<file path="src/rtl/lf_conf_spi.sv">
// SPI config receiver oversampled in pck0: 16-bit command frames write NUM_REGS registers, miso reads one back.
// Latency: regs/upd update 4-5 pck0 cycles after the ncs pin rises; no backpressure (SPI master must respect spck <= pck0/4).
`timescale 1ns/1ps
module lf_conf_spi #(
  parameter int                NUM_REGS  = 4,
  parameter int                DATA_W    = 8,
  parameter int                FRAME_W   = 16,
  parameter logic [DATA_W-1:0] ED_CONF   = DATA_W'(8'h01),
  parameter logic [DATA_W-1:0] ED_THRESH = DATA_W'(8'd127)
) (
  input  logic                       pck0,
  input  logic                       nrst,
  input  logic                       spck,
  input  logic                       mosi,
  input  logic                       ncs,
  output logic                       miso,
  output logic [NUM_REGS*DATA_W-1:0] regs,
  output logic [NUM_REGS-1:0]        upd,
  output logic                       frame_err,
  output logic                       busy
);

  localparam int CNT_W = $clog2(FRAME_W + 1);

  typedef enum logic [1:0] {WAIT_IDLE, IDLE, SHIFT, COMMIT} state_t;

  state_t             state;
  logic [2:0]         spck_s;
  logic [2:0]         ncs_s;
  logic [1:0]         mosi_s;
  logic [FRAME_W-1:0] rx_sr;
  logic [FRAME_W-2:0] tx_sr;
  logic [CNT_W-1:0]   cnt;
  logic [3:0]         rb_idx;
  logic [DATA_W-1:0]  reg_q [NUM_REGS];

  logic               spck_rise, spck_fall, ncs_rise, ncs_fall;
  logic [3:0]         cmd;
  logic [DATA_W-1:0]  d;
  logic [DATA_W-1:0]  rb_data;
  logic [FRAME_W-1:0] rb_word;

  always_ff @(posedge pck0 or negedge nrst) begin
    if (!nrst) begin
      spck_s <= '0;
      ncs_s  <= '0;
      mosi_s <= '0;
    end else begin
      spck_s <= {spck_s[1:0], spck};
      ncs_s  <= {ncs_s[1:0], ncs};
      mosi_s <= {mosi_s[0], mosi};
    end
  end

  assign spck_rise = spck_s[1] & ~spck_s[2];
  assign spck_fall = ~spck_s[1] & spck_s[2];
  assign ncs_rise  = ncs_s[1] & ~ncs_s[2];
  assign ncs_fall  = ~ncs_s[1] & ncs_s[2];

  assign cmd = rx_sr[FRAME_W-1 -: 4];
  assign d   = rx_sr[DATA_W-1:0];

  // Out-of-range readback indices fall through to zero data.
  always_comb begin
    rb_data = '0;
    for (int i = 0; i < NUM_REGS; i++)
      if (rb_idx == 4'(i)) rb_data = reg_q[i];
    rb_word = '0;
    rb_word[FRAME_W-1 -: 4] = rb_idx;
    rb_word[DATA_W-1:0]     = rb_data;
  end

  always_ff @(posedge pck0 or negedge nrst) begin
    if (!nrst) begin
      state     <= WAIT_IDLE;
      rx_sr     <= '0;
      tx_sr     <= '0;
      cnt       <= '0;
      rb_idx    <= '0;
      miso      <= 1'b0;
      busy      <= 1'b0;
      upd       <= '0;
      frame_err <= 1'b0;
      for (int i = 0; i < NUM_REGS; i++) reg_q[i] <= '0;
    end else begin
      upd       <= '0;
      frame_err <= 1'b0;
      case (state)
        WAIT_IDLE: if (ncs_s[1]) state <= IDLE;
        IDLE: begin
          if (ncs_fall) begin
            state <= SHIFT;
            busy  <= 1'b1;
            cnt   <= '0;
            rx_sr <= '0;
            tx_sr <= rb_word[FRAME_W-2:0];
            miso  <= rb_word[FRAME_W-1];
          end
        end
        SHIFT: begin
          // ncs rise takes priority; a coincident spck edge is dropped.
          if (ncs_rise) begin
            state <= COMMIT;
            busy  <= 1'b0;
            miso  <= 1'b0;
          end else begin
            if (spck_rise) begin
              rx_sr <= {rx_sr[FRAME_W-2:0], mosi_s[1]};
              if (cnt != CNT_W'(FRAME_W)) cnt <= cnt + 1'b1;
            end
            if (spck_fall) begin
              miso  <= tx_sr[FRAME_W-2];
              tx_sr <= {tx_sr[FRAME_W-3:0], 1'b0};
            end
          end
        end
        COMMIT: begin
          state <= IDLE;
          if (cnt != CNT_W'(FRAME_W)) begin
            frame_err <= 1'b1;
          end else if (cmd == 4'hF) begin
            rb_idx <= d[3:0];
          end else if (cmd != 4'd0) begin
            if (cmd <= 4'(NUM_REGS)) begin
              for (int i = 0; i < NUM_REGS; i++) begin
                if (cmd == 4'(i + 1)) begin
                  reg_q[i] <= d;
                  upd[i]   <= 1'b1;
                end
                // Writing ED_CONF to conf_word also restores the default threshold.
                if (i == 2 && cmd == 4'd1 && d == ED_CONF) begin
                  reg_q[i] <= ED_THRESH;
                  upd[i]   <= 1'b1;
                end
              end
            end else begin
              frame_err <= 1'b1;
            end
          end
        end
        default: state <= WAIT_IDLE;
      endcase
    end
  end

  for (genvar g = 0; g < NUM_REGS; g++) begin : g_regs
    assign regs[g*DATA_W +: DATA_W] = reg_q[g];
  end

endmodule

</file>
<file path="config.mk">
export PLATFORM = sky130hd
export DESIGN_NAME = lf_conf_spi
export DESIGN_NICKNAME = d
export VERILOG_FILES = /design/src/rtl/lf_conf_spi.sv
export SDC_FILE = /design/constraint.sdc
export NUM_CORES = 1
export LEC_CHECK = 0
export ABC_AREA = 1
export ABC_CLOCK_PERIOD_IN_PS = 1600
export BUFFER_PORTS_ARGS = -buffer_cell sky130_fd_sc_hd__buf_2
export CORE_ASPECT_RATIO = 1.75
export CORE_MARGIN = 2
export CORE_UTILIZATION = 45
export CTS_CLUSTER_SIZE = 25
export DETAILED_ROUTE_END_ITERATION = 16
export PLACE_DENSITY = 0.7
export SETUP_SLACK_MARGIN = 0.15
export SLEW_MARGIN = 20
export SYNTH_ARGS = -nofsm -noshare
export SYNTH_HDL_FRONTEND = slang
export SYNTH_SLANG_ARGS = --single-unit
</file>
<file path="constraint.sdc">
create_clock -name pck0 -period 1.6 [get_ports pck0]
set_input_delay 0.16 -clock pck0 [delete_from_list [all_inputs] [get_ports pck0]]
set_output_delay 0.16 -clock pck0 [all_outputs]
set_load 0.01 [all_outputs]
</file>
==> key figures <==
Detailed routing
  • DR pass1 iterations: 5
  • Initial drt markers: 357
  • Wire per inst: 16.9 µm
  • Antenna viol nets, final: 0
  • WL final: 12000 µm
  • DR DRC count: 0
  • Vias per inst: 5.45
  • Vias: 3857

STA
  • Worst hold margin: 0.340 ns
  • Max-slew violations: 0
  • Achievable Freq: 624 MHz
  • RSZ-0062 raised after global routing: true
  • Final setup vio count: 1
  • Hold Vio Cnt, Final: 0
  • Worst-margin pin slew: 0.515 ns
  • Max-slew headroom: 65.7%
  • Clock skew after layout: 0.00607 ns
  • Min Clock Period, post-route: 1.60 ns
  • Final Cycle Share: 100%
  • PnR worst setup slack: -0.00332 ns

Die
  • DIE AREA: 10000 µm²
  • # IOs: 44
  • Cell Rows: 46
  • Starting Density: 46.1%
  • Core Region: 8980 µm²
  • Die H: 131 µm
  • Die width: 76.5 µm

Power
  • Power density cells: 1350 nW/µm²
  • Sw frac: 35.5%
  • Sequential fraction of design power: 34.2%
  • P_int: 4.93 mW
  • Clk pwr share: 30.3%
  • Switching power total: 2.72 mW
  • Comb power frac: 35.5%
  • Final Power: 7.65 mW
  • Leak pwr: 2.91 nW
  • Peak supply drop: 1.04 mV

Placement
  • Hpwl dp: 7400 µm
  • Port Buf Inserts: 43
  • Placer Congestion: 0.878
  • Placed insts: 666

CTS
  • CTS root buf: clkbuf_16
  • # H-tree levels: 3
  • Clock-pin slew on the worst setup and hold paths: 0.07 ns
  • TritonCTS clock tree: yes
  • Clk buf depth: 2
  • Clk Latency, worst-skew pair: 0.35 ns
  • Num CTS Buffers: 9
  • Clk sinks: 89

Min path
  • Worst hold path type: in -> async

Final layout
  • Nets: 594
  • Fillers: 750
  • Fin cells: 708
  • Share of layout cells above drive strength 1: 32.7%
  • N_diodes: 0
  • Layout area overhead: 37.0%
  • Most common cell after layout, fill and taps aside: nand2_1
  • Commonest non-fill, non-tap cells in the layout: nand2_1 (122), dfrtp_1 (85), buf_2 (42)

Yosys
  • Ranking of synthesized cells by area: dfrtp_1 (54%), nand2_1 (13%), o21ai_0 (6.4%)
  • Gate Count Post-Synth: 491
  • Sequential area share after synthesis: 53.8%
  • #FFs+latches synth: 89
  • Synth Area in Compound Gates: 10.2%
  • Largest family of logic cells by synthesized area: simple AND/OR/NAND/NOR gates
  • Warning count from the yosys run: 0
  • Mapped Avg Cell Area: 8.43 µm²
  • Simple-Gate Fraction of Synth Area: 26.4%
  • Yosys top cell by area: dfrtp_1
  • Distinct cells, synth: 33
  • Adder-cell share of the synthesized area: 1.81%
  • Post-synthesis xor/xnor area fraction: 0.635%
  • Post-Synthesis Net Count: 502
  • Mapped cell area: 4140 µm²
  • Mux contribution to synthesized area: 0%
  • Top cell type's share of synthesized area: 53.8%

Global route
  • Vias in the first global route: 3526
  • Largest net degree at the start of global routing: 90
  • First-pass GRT wire length: 17200 µm
  • Grt total ovfl: 0
  • Initial antenna violation count: 0
  • GRT Total Usage: 22.1%

Critical path
  • Worst stage delay on the critical path: 0.46 ns
  • Critical path startpoint category: flip-flop
  • Buf/Inv on CP: 3
  • CP most frequent cell: nand3_1
  • Worst Path Arrival: 1.83 ns
  • Crit-path max FO: 27
  • CP cell instances: buf_6 > ha_4 > nand3_1 > o21ai_4 > inv_2 > nor2_4 > buf_12 > nand3_1 > o21ai_0
  • Worst Path Required: 1.83 ns
  • CP max stage cell: dfrtp_2
  • Setup crit end kind: flip-flop
  • CP top delay family: flip-flops
  • FF-to-FF Start: state[0]
  • Worst setup startpoint: state[0]
  • Critical path type: reg -> reg

Run status
  • Failing checks: negative setup slack
  • Status: finished with violations

Job
  • # Max-Cap Violations: 0
## logic make-up after synthesis
logic type	after synthesis
AOI/OAI and AO/OA	77
and+or+nand+nor	242
DFF	89
buffers and inverters	74
xor gates and xnor gates	3
adders and majority gates	6
## final timing paths
path                              to  slack [ns]  depth (start not counted)
hold reg to reg            mosi_s[1]        0.35                          0
setup / recovery            rx_sr[3]      -0.003                          9
min in group pck0          mosi_s[1]        0.35                          0
max in group asynchronous     cnt[2]        0.82                          3
setup reg to reg            rx_sr[3]      -0.003                          9
hold / removal                cnt[4]        0.34                          3
## cells in the mapped netlist (all sizes together)
| cell | n |
|---|---|
| o211ai | 3 |
| and3 | 1 |
| xnor2 | 1 |
| nand2 | 146 |
| nor2 | 28 |
| nand3 | 36 |
| o22ai | 1 |
| buf | 10 |
| nor4 | 2 |
| o21ai | 65 |
| dfrtp | 89 |
| a21oi | 6 |
| a31oi | 1 |
| ha | 6 |
| xor2 | 2 |
| a211oi | 1 |
| nor3 | 4 |
| nand4 | 25 |
| clkbuf | 8 |
| inv | 56 |
## power by group through the flow
stage / Sequential (mW) / Combinational [mW] / Clock, mW
final: 2.62 / 2.72 / 2.31
after detailed placement: 2.62 / 1.96 / 0
after global placement: 2.61 / 1.91 / 0
after floorplan: 2.61 / 1.28 / 0
after global routing: 2.64 / 2.94 / 2.43
after CTS: 2.60 / 2.27 / 2.34
## repair_timing
item | in CTS | in global routing
setup endpoints to repair | 69 | 75
cloned | 0 | 6
hold buffers | 4 | 0
hold endpoints to repair | 92 | 0
buffers inserted | 3 | 13
pin swaps | 2 | 19
gates resized for setup | 29 | 94
## cell type report
class                      count  area, µm²  area share, %
sequential                    89       2230           39.4
multi-input combinational    330       1950           34.4
timing repair buffer          97        779           13.7
inverter                      56        230           4.06
clock buffer                   9        225           3.97
tap                          120        150           2.65
clock inverter                 7        101           1.79
## worst min-delay path, delay by kind of cell
| family | cells | cell delay (ns) |
|---|---|---|
| buf+inv | 3 | 0.95 |
## state kept, by name, indices dropped and copies added, names as in the netlist
| register | count |
|---|---|
| regs | 32 |
| rb_idx | 4 |
| rx_sr | 16 |
| mosi_s | 2 |
| upd | 4 |
| state | 2 |
| frame_err | 1 |
| busy | 1 |
| miso | 1 |
| tx_sr | 15 |
| ncs_s | 3 |
| cnt | 5 |
| spck_s | 3 |
## layer usage
metal | up-vias | GRT usage (%) | routed length [µm]
li1 | 1797 | - | -
met1 | 1845 | 24.9 | 4330
met2 | 168 | 39.4 | 6490
met3 | 47 | 4.05 | 566
met4 | 0 | 13.0 | 574
met5 | - | 0 | 0
## metrics by stage
step           area, µm²  setup TNS [ns]  util, %  worst slack [ns]
2_1_floorplan       4190               0        -             0.121
3_3_place_gp        4730               0     52.6            0.0496
3_5_place_dp        4730               0     52.6            0.0105
4_1_cts             5210               0     58.1            0.0624
5_1_grt             5670           -1.33     63.1           -0.0916
6_report            5670        -0.00332     63.1          -0.00332
Note: power is estimated with default switching activity, not from simulation.
